[src/rtl/muldiv_unit_pkg.sv]
// rtl/muldiv_unit_pkg.sv - shared types and constants for the multiply/divide engine
package muldiv_unit_pkg;

  localparam int MD_ITER = 32;

  typedef enum logic [1:0] {
    MD_MULTU = 2'b00,
    MD_MULT  = 2'b01,
    MD_DIVU  = 2'b10,
    MD_DIV   = 2'b11
  } muldiv_op_t;

  typedef enum logic [1:0] {
    MD_IDLE = 2'b00,
    MD_BUSY = 2'b01,
    MD_DONE = 2'b10
  } muldiv_state_t;

endpackage

[src/rtl/muldiv_unit_abs_val.sv]
// rtl/muldiv_unit_abs_val.sv - magnitude and sign of an operand
// Unsigned operands pass through untouched with sign forced low.
module abs_val #(
  parameter int WIDTH = 32
) (
  input  logic [WIDTH-1:0] value,
  input  logic             is_signed,
  output logic [WIDTH-1:0] mag,
  output logic             sign
);

  always_comb begin
    sign = is_signed & value[WIDTH-1];
    mag  = sign ? -value : value;
  end

endmodule

[src/rtl/muldiv_unit.sv]
// rtl/muldiv_unit.sv - iterative multiply/divide engine owning HI/LO
// One shift-add or restoring-divide step per clock on magnitudes; signs fixed on the last step.
module muldiv_unit
  import muldiv_unit_pkg::*;
#(
  parameter int WIDTH = MD_ITER
) (
  input  logic             clock,
  input  logic             reset,
  input  logic             start,
  input  logic [1:0]       op,
  input  logic [WIDTH-1:0] a,
  input  logic [WIDTH-1:0] b,
  input  logic             hi_we,
  input  logic             lo_we,
  input  logic [WIDTH-1:0] wd,
  output logic             busy,
  output logic             done,
  output logic             div_zero,
  output logic [WIDTH-1:0] hi,
  output logic [WIDTH-1:0] lo
);

  localparam int CW = (WIDTH > 1) ? $clog2(WIDTH) : 1;

  muldiv_state_t      state_q, state_d;
  muldiv_op_t         op_q, op_d;
  logic [CW-1:0]      cnt_q, cnt_d;
  logic [2*WIDTH-1:0] acc_q, acc_d;
  logic [WIDTH-1:0]   opnd_q, opnd_d;
  logic [WIDTH-1:0]   a_raw_q, a_raw_d;
  logic               pneg_q, pneg_d;
  logic               rneg_q, rneg_d;
  logic               dz_q, dz_d;
  logic               busy_q, busy_d;
  logic               done_q, done_d;
  logic               div_zero_q, div_zero_d;
  logic [WIDTH-1:0]   hi_q, hi_d;
  logic [WIDTH-1:0]   lo_q, lo_d;

  logic [WIDTH-1:0]   a_mag, b_mag;
  logic               a_sign, b_sign;
  logic               in_signed;

  assign in_signed = op[0];

  abs_val #(.WIDTH(WIDTH)) u_abs_a (
    .value    (a),
    .is_signed(in_signed),
    .mag      (a_mag),
    .sign     (a_sign)
  );

  abs_val #(.WIDTH(WIDTH)) u_abs_b (
    .value    (b),
    .is_signed(in_signed),
    .mag      (b_mag),
    .sign     (b_sign)
  );

  logic               is_div;
  logic [WIDTH:0]     mul_sum;
  logic [2*WIDTH-1:0] mul_next;
  logic [WIDTH:0]     rem_top;
  logic [WIDTH:0]     div_diff;
  logic               div_ok;
  logic [2*WIDTH-1:0] div_next;
  logic [2*WIDTH-1:0] iter_next;
  logic [2*WIDTH-1:0] prod_fix;
  logic [WIDTH-1:0]   quot_fix, rem_fix;
  logic [WIDTH-1:0]   res_hi, res_lo;

  // acc holds {partial product, multiplier} for MUL and {remainder, dividend/quotient} for DIV.
  always_comb begin
    is_div    = (op_q == MD_DIVU) || (op_q == MD_DIV);
    mul_sum   = {1'b0, acc_q[2*WIDTH-1:WIDTH]} + (acc_q[0] ? {1'b0, opnd_q} : {(WIDTH+1){1'b0}});
    mul_next  = {mul_sum, acc_q[WIDTH-1:1]};
    rem_top   = acc_q[2*WIDTH-1:WIDTH-1];
    div_diff  = rem_top - {1'b0, opnd_q};
    div_ok    = ~div_diff[WIDTH];
    div_next  = {div_ok ? div_diff[WIDTH-1:0] : rem_top[WIDTH-1:0], acc_q[WIDTH-2:0], div_ok};
    iter_next = is_div ? div_next : mul_next;

    prod_fix  = pneg_q ? -iter_next : iter_next;
    quot_fix  = pneg_q ? -iter_next[WIDTH-1:0] : iter_next[WIDTH-1:0];
    rem_fix   = rneg_q ? -iter_next[2*WIDTH-1:WIDTH] : iter_next[2*WIDTH-1:WIDTH];

    if (!is_div) begin
      res_hi = prod_fix[2*WIDTH-1:WIDTH];
      res_lo = prod_fix[WIDTH-1:0];
    end else if (dz_q) begin
      res_hi = a_raw_q;
      res_lo = {WIDTH{1'b1}};
    end else begin
      res_hi = rem_fix;
      res_lo = quot_fix;
    end
  end

  always_comb begin
    state_d    = state_q;
    op_d       = op_q;
    cnt_d      = cnt_q;
    acc_d      = acc_q;
    opnd_d     = opnd_q;
    a_raw_d    = a_raw_q;
    pneg_d     = pneg_q;
    rneg_d     = rneg_q;
    dz_d       = dz_q;
    done_d     = 1'b0;
    div_zero_d = div_zero_q;
    hi_d       = hi_q;
    lo_d       = lo_q;

    case (state_q)
      MD_IDLE, MD_DONE: begin
        if (hi_we) hi_d = wd;
        if (lo_we) lo_d = wd;
        if (start) begin
          state_d    = MD_BUSY;
          op_d       = muldiv_op_t'(op);
          cnt_d      = CW'(WIDTH - 1);
          acc_d      = op[1] ? {{WIDTH{1'b0}}, a_mag} : {{WIDTH{1'b0}}, b_mag};
          opnd_d     = op[1] ? b_mag : a_mag;
          a_raw_d    = a;
          pneg_d     = a_sign ^ b_sign;
          rneg_d     = a_sign;
          dz_d       = op[1] && (b == {WIDTH{1'b0}});
          div_zero_d = 1'b0;
        end else begin
          state_d = MD_IDLE;
        end
      end
      MD_BUSY: begin
        acc_d = iter_next;
        if (cnt_q == {CW{1'b0}}) begin
          state_d = MD_DONE;
          hi_d    = res_hi;
          lo_d    = res_lo;
          done_d  = 1'b1;
          if (dz_q) div_zero_d = 1'b1;
        end else begin
          cnt_d = cnt_q - CW'(1);
        end
      end
      default: state_d = MD_IDLE;
    endcase

    busy_d = (state_d == MD_BUSY);
  end

  always_ff @(posedge clock) begin
    if (reset) begin
      state_q    <= MD_IDLE;
      op_q       <= MD_MULTU;
      cnt_q      <= '0;
      acc_q      <= '0;
      opnd_q     <= '0;
      a_raw_q    <= '0;
      pneg_q     <= 1'b0;
      rneg_q     <= 1'b0;
      dz_q       <= 1'b0;
      busy_q     <= 1'b0;
      done_q     <= 1'b0;
      div_zero_q <= 1'b0;
      hi_q       <= '0;
      lo_q       <= '0;
    end else begin
      state_q    <= state_d;
      op_q       <= op_d;
      cnt_q      <= cnt_d;
      acc_q      <= acc_d;
      opnd_q     <= opnd_d;
      a_raw_q    <= a_raw_d;
      pneg_q     <= pneg_d;
      rneg_q     <= rneg_d;
      dz_q       <= dz_d;
      busy_q     <= busy_d;
      done_q     <= done_d;
      div_zero_q <= div_zero_d;
      hi_q       <= hi_d;
      lo_q       <= lo_d;
    end
  end

  assign busy     = busy_q;
  assign done     = done_q;
  assign div_zero = div_zero_q;
  assign hi       = hi_q;
  assign lo       = lo_q;

endmodule

[config.mk]
export PLATFORM = sky130hd
export DESIGN_NAME = muldiv_unit
export DESIGN_NICKNAME = d
export VERILOG_FILES = /design/src/rtl/muldiv_unit_pkg.sv /design/src/rtl/muldiv_unit_abs_val.sv /design/src/rtl/muldiv_unit.sv
export SDC_FILE = /design/constraint.sdc
export NUM_CORES = 1
export LEC_CHECK = 0
export CORE_AREA = 2 2 226 228
export DETAILED_ROUTE_END_ITERATION = 6
export DIE_AREA = 0 0 228 230
export GPL_TIMING_DRIVEN = 1
export PLACE_DENSITY = 0.51
export SLEW_MARGIN = 20
export SYNTH_ARGS = -nofsm -noshare
export SYNTH_HDL_FRONTEND = slang
export SYNTH_HIERARCHICAL = 1
export SYNTH_SLANG_ARGS = --single-unit
[constraint.sdc]
create_clock -name clock -period 13.4 [get_ports clock]
set_input_delay 2.01 -clock clock [delete_from_list [all_inputs] [get_ports clock]]
set_output_delay 2.01 -clock clock [all_outputs]
set_load 0.1 [all_outputs]
After elaboration in Yosys (flattened, before gate mapping)
Index checks and enable logic that the tools add are counted.
{ "classes": {"addsub": 8, "mul": 0, "div": 0, "magnitude_cmp": 0, "eq_ne": 11, "shifts": 0, "n_mux": 33, "bitwise_logic": 5, "n_reduce_logical": 14} }
{ "op_table": {"columns": ["op", "count"], "rows": [
  ["$mux W32", 16],
  ["$mux W64", 3],
  ["$neg A32 Y32", 4],
  ["$pmux W32 S2", 2],
  ["$pmux W64 S2", 1],
  ["$neg A64 Y64", 1],
  ["$add A32 B32 Y33", 1],
  ["$sub A33 B32 Y33", 1],
  ["$logic_not A32 Y1", 1],
  ["$ne A2 B2 Y1 const B", 6],
  ["$mux W5", 2],
  ["$pmux W5 S2", 1],
  ["$reduce_and A3 Y1", 3],
  ["$eq A2 B2 Y1 const B", 3],
  ["$logic_not A5 Y1", 1],
  ["$mux W1", 5],
  ["$sub A5 B1 Y5 const B", 1],
  ["$eq A2 B1 Y1 const B", 2],
  ["$pmux W2 S2", 1],
  ["$reduce_and A2 Y1", 2],
  ["$reduce_and A4 Y1", 1],
  ["$reduce_or A2 Y1", 2],
  ["$and A1 B1 Y1", 2],
  ["$logic_not A2 Y1", 1],
  ["other kinds (7)", 8]
]} }
{ "totals": {"ff_bits": 207, "latch_bits": 0, "ramBits": 0, "rom_bits": 0, "input_bits": 103, "out_inout_bits": 67, "elab_cells": 85, "n_memories": 0} }

Longest topological paths before layout
{ "logic_depth": {"depth_word": 9, "depth_mapped": 26, "mapped_depth_nobuf": 23} }

Modules after synthesis
Netlist, hierarchy kept.
{ "modules_own_cells": {"columns": ["module", "instances", "cells_each", "area_per_inst_um2", "seq_area_each_um2"], "rows": [
  ["muldiv_unit", 1, 2209, 16449.5, 4124.0],
  ["abs_val", 2, 96, 658.1, 0.0]
]} }

Least setup slack after synthesis
Ideal clock, no wire load.
{ "synth_timing": {"path_type": "register to register", "start": "register acc_q[31]", "end": "register hi_q[28], in the netlist hi[28]", "setup_ps": 130, "arrival_ps": 5408, "required_time_ps": 13270, "setup_slack_ps": 7862, "stages_incl_launch_ff": 26, "path_buffers": 2, "synth_period_minus_slack_ps": 5538, "path_cell_list": "dfxtp_1 -> inv_1 -> ha_1 -> inv_1 -> fa_1 -> a211oi_1 -> nor3_1 -> o2111a_1 -> o211a_1 -> o211ai_1 -> buf_2 -> nor2_1 -> a21oi_1 -> ha_1 -> o21ai_0 -> or2_2 -> or2_2 -> or2_2 -> or3_1 -> clkbuf_1 -> or3_1 -> nor2_1 -> nor4b_1 -> mux2_2 -> o221ai_1 -> o22ai_1"} }
{ "synth_between": {"elab_chain_cells": 9, "word_cells_on_any_way": 12, "classes_between": "3 x add/sub; 8 x mux; 1 x bitwise"} }
{ "synth_lines": {"columns": ["element", "line_no", "text"], "rows": [
  ["start, declared", "muldiv_unit.sv:29", "logic [2*WIDTH-1:0] acc_q, acc_d;"],
  ["start signal, assigned", "muldiv_unit.sv:157", "acc_q <= '0;"],
  ["start signal, assigned", "muldiv_unit.sv:172", "acc_q <= acc_d;"],
  ["$sub A33 B32 Y33", "muldiv_unit.sv:79", "div_diff = rem_top - {1'b0, opnd_q};"],
  ["$mux W32", "muldiv_unit.sv:81", "div_next = {div_ok ? div_diff[WIDTH-1:0] : rem_top[WIDTH-1:0], acc_q[WIDTH-2:0], div_ok};"],
  ["$mux W64 *", "muldiv_unit.sv:82", "iter_next = is_div ? div_next : mul_next;"],
  ["$neg A32 Y32", "muldiv_unit.sv:86", "rem_fix = rneg_q ? -iter_next[2*WIDTH-1:WIDTH] : iter_next[2*WIDTH-1:WIDTH];"],
  ["$mux W32", "muldiv_unit.sv:86", null],
  ["$mux W32", "muldiv_unit.sv:91", "end else if (dz_q) begin"],
  ["$mux W32 *", "muldiv_unit.sv:88", "if (!is_div) begin"],
  ["$mux W32 *", "muldiv_unit.sv:136", "if (cnt_q == {CW{1'b0}}) begin"],
  ["$pmux W32 S2 *", "muldiv_unit.sv:115", "case (state_q)"],
  ["end signal, assigned", "muldiv_unit.sv:181", "hi_q <= hi_d;"],
  ["end, declared", "muldiv_unit.sv:38", "logic [WIDTH-1:0] hi_q, hi_d;"]
]} }
Mark *: on every way between the ends. The rest lies on a longest branch, timed or not. The select of a mux whose other input is x is not followed.
A chain may end at the register's enable or synchronous reset.

Worst setup path after layout
Ends and elaborated chain as after synthesis.

==> run metrics <==
Synth Area per Inst 7.40 sq um; number of global-route vias before repair between 15000 and 20000; HP Start hi[1]; Hold Crit Class register to register; status finished, final reports clean; clock sink count just over 200; post-synth net total around 2600; Post-CTS Setup Bufs 0; largest cells by area after synthesis dfxtp_1, nor2_1, xnor2_1; Worst Skew just over 0.01 ns; CTS Root Cell clkbuf_16; Mapped Cells 2401; Num CTS Buffers 27; switch share a little over two fifths; core area around 0.05 sq mm; Area Overhead vs Synth 17.1%; Logic pwr share 40.2%; top-count cell post-synth nor2_1; Least-Margin Pin Slew ~1.3 ns; maxcap violations 0; Final Hold Vio Count 0; share of layout cells above drive strength 1 7.02%; Setup crit start kind register; Nets about 2600; gpl congestion around 0.94; worst setup path category register to register; DRT Pass-1 Iters 5; Worst-path clk slew about 0.060 ns; Pint approximately 1.4 mW; setup tns final 0 ns; Ys Warns 6; gr usage total 29.7%; first-pass GRT wire length ~120 mm; final setup fails 0; Max IR drop VDD about 0.083 mV; sequential power share just under 30%; Tcrit/Tclk final a little over half; required time of the critical path around 14 ns; Seq cells post-synth around 210; # port buffers about 170; Final Max Slew Viols 0; Die Wd 228 microns; design area around 0.021 sq mm; Max clock buf depth 3; Placement Cell Area 0.0199 sq mm; via count around 19000; DRC errors left 0; Power Density between 100 and 150 mW/mm^2; Initial Utilization around 36%; clock share of power a little over 30%; routed vias/inst 6.04; CTS H-tree depth 1; area leader, netlist dfxtp_1; worst-path maximum fanout 19; largest net degree at the start of global routing between 90 and 100; starting DRC count in detailed routing roughly 2100; antenna violations before repair 7; RSZ-0062 raised after global routing false; Leak 7.91 nW; Post-DRT Antenna Nets 0; hold buffers post-CTS 0; Worst Path Arrival between 7 and 8 ns; Mapped Area between 0.015 and 0.02 sq mm; Post-synth top cells nor2_1, nand2_1, dfxtp_1; Synth cell types 97; Tmin final between 6 and 7 ns; cts repair resizes 0; Psw 1.05 mW; reg2reg start acc_q[31]; Antenna Cells 0; Clock Latency Late Sink ~0.57 ns; CP Capture Type register; die height between 200 and 250 microns; Synth Flop Type dfxtp_1; gr ovfl total 0; Routed WL approximately 81 mm; FMAX approximately 140 MHz; die footprint ~0.052 sq mm; sequential area share after synthesis 23.2%; CTS tree built; Post-synth EDFFs 0; Top Ports 170; CP Launch Point acc_q[31]; share of Yosys cell area claimed by the top area cell type 23.2%; DR WL/cell about 26 microns; Async S/R FF share, synth 0%; cell row count 82; worst rel slew slack 13.8%; dpl hpwl between 60 and 70 mm
-- metal layers --
layer  global-route usage (%)  wire length [microns]  up-vias
met3                     4.01                   5290      133
met1                     40.6                  35900     9286
met2                     48.1                  36600      748
met4                     10.1                   2980        6
met5                        0                     41        -
li1                         -                      -     8928
-- stage by stage --
step / total power [mW] / worst slack (ns) / util, % / hold slack, ns / std cells
floorplan: 1.38 / 7.86 / - / 0.432 / 2401
global placement: 1.70 / 6.83 / 39.9 / 0.440 / 3115
detailed placement: 1.70 / 6.66 / 39.9 / 0.447 / 3115
CTS: 2.47 / 6.63 / 41.7 / 0.456 / 3165
global route: 2.57 / 6.05 / 41.7 / 0.479 / 3165
finish: 2.47 / 6.43 / 41.7 / 0.457 / 3165
-- cells in the final DEF (no fill, tap or decap), types with 10 or more instances in the layout --
cell and instances:
a211oi_1 63, a21o_1 20, a21oi_1 167, a221oi_1 42
a22oi_1 30, a311oi_1 26, a31oi_1 19, and2_1 41
and3_1 10, buf_4 31, clkbuf_16 27, clkdlybuf4s50_1 167
dfxtp_1 204, ha_1 69, inv_1 72, mux2_2 36
mux2i_1 78, nand2_1 279, nand2b_1 11, nand3_1 37
nand4_1 14, nor2_1 287, nor2b_1 11, nor3_1 62
nor4_1 22, o211a_1 14, o211ai_1 30, o21a_1 11
o21ai_0 121, o22ai_1 23, o31ai_1 51, or2_2 18
or3_1 36, xnor2_1 122, xor2_1 58
-- path summary, 6_finish.rpt --
path	end	slack, ns	cells past startpoint
setup reg to reg	hi[28]	6.43	24
hold reg to reg	hi[1]	0.46	2
hold / removal	hi[1]	0.46	2
setup / recovery	hi[28]	6.43	24
-- area by class of cell --
class                      instances  area (sq um)
clock inverter                    11           118
fill                            5361         29100
timing repair buffer             199          1920
multi-input combinational       1961         12700
inverter                          77           289
clock buffer                      39           791
tap                              672           841
sequential                       206          4130
-- critical path: stages, from the launching register on --
cell and delay, ns:
dfxtp_1 0.33, inv_1 0.11, ha_1 0.18, inv_1 0.06, fa_1 0.42, a211oi_1 0.37, nor3_1 0.19, o2111a_1 0.33
o211a_1 0.26, o211ai_1 0.23, buf_4 0.30, nor2_1 0.22, a21oi_1 0.21, ha_1 0.18, o21ai_0 0.11, or2_2 0.34
or2_2 0.36, or2_2 0.33, or3_1 0.67, or3_1 0.47, nor2_1 0.09, nor4b_1 0.33, mux2_2 0.38, o221ai_1 0.18
o22ai_1 0.12
-- registers in the layout (all words and copies together), names as in the netlist --
name	count
state_q	2
op_q	1
pneg_q	1
div_zero	1
acc_q	64
opnd_q	32
hi	32
done	1
cnt_q	5
dz_q	1
a_raw_q	32
lo	32
busy	1
rneg_q	1
-- power by group through the flow --
stage                     sequential [mW]  combinational (mW)  clock (mW)
after floorplan                     0.869               0.514           0
after global placement              0.726               0.973           0
after detailed placement            0.728               0.976           0
after CTS                           0.715               0.979       0.771
after global routing                0.723                1.06       0.791
final                               0.716               0.994       0.762
-- kinds of logic (layout without fill, tap and decap cells) --
family	Yosys count	count (layout)	share of synthesized area, %
muxes	117	117	6.90
adders and majority gates	71	71	5.08
AOI/OAI and AO/OA	708	708	27.1
DFF	206	206	23.2
xor gates and xnor gates	180	180	8.87
and+or+nand+nor	885	885	23.3
buffers and inverters	234	326	5.54
No activity file was read; power rests on OpenSTA's default activity.
